<file path="src/rtl/loa_pkg.sv">
// Shared definitions for the lower-part-OR approximate accumulator family.
// Holds the FSM state encoding and the default sizing constants.
package loa_pkg;

    localparam int LOA_W       = 12;
    localparam int LOA_LOWER   = 4;
    localparam int LOA_N_TERMS = 9;

    typedef enum logic {
        ST_ACC = 1'b0,
        ST_OUT = 1'b1
    } loa_state_t;

endpackage

</file>
<file path="src/rtl/loa_add.sv">
// Lower-part-OR approximate adder: OR for the low LOWER bits, exact ripple above.
// The carry into the upper part is guessed from the top bit of the lower part.
module loa_add
    import loa_pkg::*;
#(
    parameter int W     = LOA_W,
    parameter int LOWER = LOA_LOWER
) (
    input  logic [W-1:0] a,
    input  logic [W-1:0] b,
    output logic [W-1:0] sum,
    output logic         cout
);

    logic [W-LOWER:0] w_carry;

    assign w_carry[0] = a[LOWER-1] & b[LOWER-1];

    genvar gi;
    generate
        for (gi = 0; gi < LOWER; gi++) begin : g_lower
            assign sum[gi] = a[gi] | b[gi];
        end

        // Upper part: one full adder per bit, carry rippling upward.
        for (gi = LOWER; gi < W; gi++) begin : g_upper
            assign sum[gi]               = a[gi] ^ b[gi] ^ w_carry[gi-LOWER];
            assign w_carry[gi-LOWER+1]   = (a[gi] & b[gi])
                                         | (a[gi] & w_carry[gi-LOWER])
                                         | (b[gi] & w_carry[gi-LOWER]);
        end
    endgenerate

    assign cout = w_carry[W-LOWER];

endmodule

</file>
<file path="src/rtl/loa_accumulator.sv">
// Windowed approximate accumulator: sums N_TERMS accepted terms with loa_add,
// saturates on overflow, then presents the result until downstream takes it.
module loa_accumulator
    import loa_pkg::*;
#(
    parameter int W       = LOA_W,
    parameter int LOWER   = LOA_LOWER,
    parameter int N_TERMS = LOA_N_TERMS
) (
    input  logic         clk,
    input  logic         rst,
    input  logic         in_valid,
    output logic         in_ready,
    input  logic [W-1:0] in_data,
    output logic         out_valid,
    input  logic         out_ready,
    output logic [W-1:0] out_data,
    output logic         out_sat
);

    localparam int              CNT_W    = $clog2(N_TERMS);
    localparam logic [CNT_W-1:0] LAST_CNT = CNT_W'(N_TERMS - 1);

    loa_state_t      r_state;
    loa_state_t      w_state_next;
    logic [W-1:0]    r_acc;
    logic [W-1:0]    w_acc_next;
    logic [W-1:0]    w_sum;
    logic            w_cout;
    logic [CNT_W-1:0] r_count;
    logic [CNT_W-1:0] w_count_next;
    logic            r_sat;
    logic            w_sat_next;
    logic            w_accept;
    logic            w_last;
    logic            w_drain;

    loa_add #(
        .W     (W),
        .LOWER (LOWER)
    ) u_add (
        .a    (r_acc),
        .b    (in_data),
        .sum  (w_sum),
        .cout (w_cout)
    );

    assign w_accept = in_valid && (r_state == ST_ACC);
    assign w_last   = (r_count == LAST_CNT);
    assign w_drain  = out_ready && (r_state == ST_OUT);

    always_ff @(posedge clk or posedge rst) begin
        if (rst) begin
            r_state <= ST_ACC;
        end else begin
            r_state <= w_state_next;
        end
    end

    always_comb begin
        w_state_next = r_state;
        in_ready     = 1'b0;
        out_valid    = 1'b0;
        case (r_state)
            ST_ACC: begin
                in_ready = 1'b1;
                if (w_accept && w_last) begin
                    w_state_next = ST_OUT;
                end
            end
            ST_OUT: begin
                out_valid = 1'b1;
                if (out_ready) begin
                    w_state_next = ST_ACC;
                end
            end
            default: w_state_next = ST_ACC;
        endcase
    end

    // Once saturated, the window stays pinned at all-ones regardless of later terms.
    always_comb begin
        w_acc_next   = r_acc;
        w_count_next = r_count;
        w_sat_next   = r_sat;
        if (w_drain) begin
            w_acc_next   = '0;
            w_count_next = '0;
            w_sat_next   = 1'b0;
        end else if (w_accept) begin
            if (r_sat || w_cout) begin
                w_acc_next = '1;
                w_sat_next = 1'b1;
            end else begin
                w_acc_next = w_sum;
            end
            w_count_next = w_last ? '0 : r_count + 1'b1;
        end
    end

    always_ff @(posedge clk or posedge rst) begin
        if (rst) begin
            r_acc   <= '0;
            r_count <= '0;
            r_sat   <= 1'b0;
        end else begin
            r_acc   <= w_acc_next;
            r_count <= w_count_next;
            r_sat   <= w_sat_next;
        end
    end

    assign out_data = r_acc;
    assign out_sat  = r_sat;

endmodule

</file>
<file path="config.mk">
export PLATFORM = sky130hd
export DESIGN_NAME = loa_accumulator
export DESIGN_NICKNAME = d
export VERILOG_FILES = /design/src/rtl/loa_pkg.sv /design/src/rtl/loa_add.sv /design/src/rtl/loa_accumulator.sv
export SDC_FILE = /design/constraint.sdc
export NUM_CORES = 1
export LEC_CHECK = 0
export BUFFER_PORTS_ARGS = -buffer_cell sky130_fd_sc_hd__buf_2
export CAP_MARGIN = 40
export CORE_UTILIZATION = 50
export DETAILED_ROUTE_END_ITERATION = 7
export PLACE_DENSITY = 0.86
export SLEW_MARGIN = 20
export SYNTH_ARGS = -nofsm -noshare
export SYNTH_HDL_FRONTEND = slang
export SYNTH_SLANG_ARGS = --single-unit
</file>
<file path="constraint.sdc">
create_clock -name clk -period 4.9 [get_ports clk]
set_input_delay 0 -clock clk [delete_from_list [all_inputs] [get_ports clk]]
set_output_delay 0 -clock clk [all_outputs]
set_load 0.005 [all_outputs]
</file>
---- Yosys cells after proc, flatten, opt, wreduce, memory -nomap -nowiden ----
Cells that the tools add are included.
word-level totals
  register bits ........................... 18
operators by class
  muxes and demuxes ....................... 14
  reductions and logical operators ........ 7
  add/sub/neg operators ................... 1
  equality and inequality tests ........... 1
  bitwise logic cells ..................... 62
operator list
  cell                                                            number
  12-bit two-way mux                                              3
  1-bit bitwise AND                                               25
  1-bit OR                                                        20
  1-bit bitwise XOR                                               16
  4-bit two-way mux                                               3
  1-bit two-way mux                                               7
  4-bit by 1-bit adder with 4-bit output (second input constant)  1
  4-bit equality test (second input constant)                     1
  2-bit nonzero test                                              2
  1-bit logical AND                                               3
  1-bit case mux with 2 select lines                              1
  2-bit AND reduction                                             1
  1-bit logical OR                                                1
  1-bit NOT                                                       1

---- Depth between registers and ports, before layout ----
  depth in word-level cells ............... 29
  gate-level depth with buffers ........... 13
  mapped depth without buffers ............ 12

---- Hierarchy ----
A second synthesis with hierarchy kept.
second synthesis, totals
  cells, all modules ...................... 101
  area, all modules ....................... 1004.7 um2
by module, submodules not included
  module           times used  area each (um2)  cells each
  loa_accumulator  1           793.3            83
  loa_add          1           211.5            18

---- Least setup slack after synthesis ----
No wires, ideal clock.
  kind .................................... reg-to-reg
  start ................................... register r_acc[3] (netlist: out_data[3])
  end ..................................... register r_acc[11] (netlist: out_data[11])
  arrival time ............................ 4138 ps
  required time ........................... 4781 ps
  cell stages (with the launch flop) ...... 14
  library setup time ...................... 119 ps
  buffers on the path ..................... 1
  path slack .............................. 644 ps
  period minus slack after synthesis ...... 4256 ps
  cells stage by stage .................... dfrtp_1 and2_1 fa_1 fa_1 fa_1 fa_1 fa_1 fa_1 fa_1 fa_1 or2_1 clkbuf_4 o21ai_1 nand2_1
on the way
  cells in the longest elaborated chain, start to end .. 29
RTL lines
  item                      line                    source
  start: declaration        loa_accumulator.sv:26   logic [W-1:0] r_acc;
  start signal: assignment  loa_accumulator.sv:107  r_acc <= w_acc_next;
  1-bit bitwise AND (*)     loa_add.sv:17           assign w_carry[0] = a[LOWER-1] & b[LOWER-1];
  1-bit bitwise AND         loa_add.sv:29           | (a[gi] & w_carry[gi-LOWER])
  1-bit OR                  loa_add.sv:29
  1-bit OR (*)              loa_add.sv:30           | (b[gi] & w_carry[gi-LOWER]);
  1-bit bitwise AND         loa_add.sv:29
  1-bit OR                  loa_add.sv:29
  1-bit OR (*)              loa_add.sv:30
  1-bit bitwise AND         loa_add.sv:29
  [13 not listed]           -
  1-bit OR (*)              loa_add.sv:30
  1-bit bitwise AND         loa_add.sv:29
  1-bit OR                  loa_add.sv:29
  1-bit OR                  loa_add.sv:30
  1-bit logical OR          loa_accumulator.sv:91   if (r_sat || w_cout) begin
  12-bit two-way mux (*)    loa_accumulator.sv:91
  12-bit two-way mux (*)    loa_accumulator.sv:90   end else if (w_accept) begin
  12-bit two-way mux (*)    loa_accumulator.sv:86   if (w_drain) begin
Mark *: on every way between the ends. The rest lies on a longest branch, timed or not. The select of a mux whose other input is x is not followed.
A chain may end at the register's enable or synchronous reset.

---- Final worst setup path ----
  start ................................... register r_acc[3] (netlist: out_data[3])
  end ..................................... register r_acc[3] (netlist: out_data[3])
on the way
  cells in the longest elaborated chain, start to end .. 29
RTL lines
  item                    line
  1-bit bitwise AND       loa_add.sv:17
  1-bit bitwise AND       loa_add.sv:29
  1-bit OR                loa_add.sv:29
  1-bit OR                loa_add.sv:30
  1-bit bitwise AND       loa_add.sv:29
  1-bit OR                loa_add.sv:29
  1-bit OR                loa_add.sv:30
  1-bit bitwise AND       loa_add.sv:29
  [13 not listed]         -
  1-bit OR                loa_add.sv:30
  1-bit bitwise AND       loa_add.sv:29
  1-bit OR                loa_add.sv:29
  1-bit OR                loa_add.sv:30
  1-bit logical OR        loa_accumulator.sv:91
  12-bit two-way mux (*)  loa_accumulator.sv:91
  12-bit two-way mux (*)  loa_accumulator.sv:90
  12-bit two-way mux (*)  loa_accumulator.sv:86
Marked as above.

==> qor.csv <==
metric,value,unit
relSlewSlack,0.557,
path_clk_slew,0.10,ns
hold_viol,0,
grt_max_degree,19,
cts_root_buffer,clkbuf_4,
dieArea,2220,µm²
yosysWarningCount,0,
core-area,1820,µm²
routabilityCongestion,0.774,
initial_core_util,0.559,
worstPathMaxFanout,12,
final_nets,161,
grt_pass1_vias,853,
antenna_cells,0,
first_pass_iters,4,
hold_path_class,input port to flop,
cts_tree,done,
synth_cell_types,27,
worstSetupEndpointType,flop,
antenna_found_initial,0,
pin_count,31,
cap_violations,0,
startpoint_type,flop,
port_buffers,30,
hpwl,1600,µm
drv_slew,0,
die_x,47.1,µm
tightest_slew,0.664,ns
clock_path_buffers,2,
post-route-period-util,0.908,
wl,2160,µm
yosysSeqAreaShare,0.442,
synth-seq-cells,18,
die-height,47.1,µm
fin_crit,4.45,ns
outcome,finished clean,
design_area,1260,µm²
grt_pass1_wl,3590,µm
drtIter0Drc,21,
drive_above_1_share,0.299,
post-place-cells,149,
row_count,15,
vias,841,
yosysTopAreaCell,dfrtp_1,
max_freq,225,MHz
fillers,140,
p_per_area,504,nW/µm²
syn_to_final_growth,24.0,%
drc,0,
syn-cell-area,1020,µm²
synth_top_area_share,0.442,
placed_cell_area,1170,µm²
avgSynthCellArea,10.5,µm²
whs_path_depth,3,
crit_arrival,4.64,ns
synth_area_leaders,"dfrtp_1, fa_1, nand2_1",
rsz0062_at_grt,no,
final_cells,159,
rrSetupSlack,0.45,ns
cts_sinks,18,
clk_latency,0.29,ns
h-tree-depth,1,
worstRegToRegCells,12,
finalSetupViolations,0,
viasPerCell,5.29,
cp.required,5.09,ns
drtAntennaViolNets,0,
synthesis.nets,123,
wl_per_cell,13.6,µm
track_usage,0.244,
critPathKind,flop to flop,
seqCellArea,450,µm²
cts_setup_buffers,0,
overflow,0,
cts_buffers,3,
multiInputGateArea,515,µm²
leakagePower,0.588,nW
fin_skew,0.00414,ns
fin_setup_tns,0,ns
ir_drop,0.288,mV
synthCells,97,
kinds of logic after synthesis:
| group | after synthesis | synth area share |
|---|---|---|
| and+or+nand+nor | 37 | 0.161 |
| buffers and inverters | 8 | 0.0516 |
| AOI/OAI and AO/OA | 23 | 0.141 |
| muxes | 1 | 0.0221 |
| adders and majority gates | 10 | 0.182 |
| DFF | 18 | 0.442 |
repair_timing:
| item | CTS | global route |
|---|---|---|
| resized for setup | 0 | 0 |
| hold buffers | 6 | 0 |
| setup endpoints to repair | 0 | 0 |
| hold endpoints to repair | 23 | 0 |
final cells by class:
| type | count | share of cell area |
|---|---|---|
| repair buffers | 36 | 0.167 |
| clock buffers | 4 | 0.0287 |
| flip-flops and latches | 18 | 0.357 |
| well taps | 25 | 0.0248 |
| inverters | 5 | 0.0149 |
| multi-input cells | 71 | 0.408 |
metal layers:
layer  vias to the layer above  wire length (µm)  global-route usage
li1                        396                 -                   -
met1                       402               839               0.287
met2                        37              1140               0.422
met3                         6               122              0.0462
met4                         0                56               0.131
met5                         -                 0                   0
path summary, 6_finish.rpt:
check                            startpoint           to
worst max-delay path            out_data[3]  out_data[3]
worst min-delay path               in_valid   r_count[0]
worst max register to register  out_data[3]  out_data[3]
worst min register to register  out_data[1]  out_data[1]
max in group asynchronous               rst  out_data[3]
min in group asynchronous               rst  out_data[2]
metrics by stage:
step	worst slack, ns	power, mW	hold WS [ns]	utilization
6_report	0.449	0.636	0.0357	0.693
5_1_grt	0.254	0.695	0.0469	0.693
4_1_cts	0.429	0.640	0.0302	0.693
3_5_place_dp	0.458	0.544	0.136	0.641
3_3_place_gp	0.560	0.521	0.132	0.641
2_1_floorplan	0.644	0.452	-0.0614	-
synthesized netlist by cell type:
cell type and number:
nand3_1 2, ha_1 2, and4b_1 1, or2_1 1, o22ai_1 1, mux2i_4 1
buf_6 1, o21ai_1 8, nor2_1 1, buf_8 1, a21o_2 1, clkbuf_4 1
o2111ai_1 1, nand2_1 28, a21oi_1 3, o21ai_2 2, nor2b_1 1, inv_1 5
a22o_2 1, a22oi_1 1, fa_1 8, dfrtp_1 18, o21ai_0 3, nand2b_1 1
o31ai_1 2, and2_1 1, and2b_4 1
sequential cells by signal, summed over array words and instances (netlist names):
| signal | cells |
|---|---|
| out_data | 12 |
| r_count | 4 |
| out_sat | 1 |
| r_state | 1 |
power breakdown:
part | internal, mW | switching (mW)
clock | 0.0453 | 0.0461
sequential | 0.205 | 0.0661
combinational | 0.134 | 0.139
worst max-delay path: stages (launching register included):
cell,delay [ns]
dfrtp_1,0.40
and2_1,0.18
fa_1,0.38
fa_1,0.39
fa_1,0.38
fa_1,0.38
fa_1,0.39
fa_1,0.39
fa_1,0.40
fa_1,0.40
or2_1,0.38
o21ai_0,0.21
nand2_1,0.07
placed cells by master, fill, tap and decap left out, types with 2 or more instances in the layout:
master / instances
dfrtp_1: 18
dlygate4sd3_1: 6
o21ai_0: 3
o21ai_2: 2
nand2_1: 28
o31ai_1: 2
nand3_1: 2
inv_1: 5
fa_1: 8
a21oi_1: 3
clkbuf_4: 3
ha_1: 2
o21ai_1: 8
buf_2: 30
No activity file was read; power rests on OpenSTA's default activity.
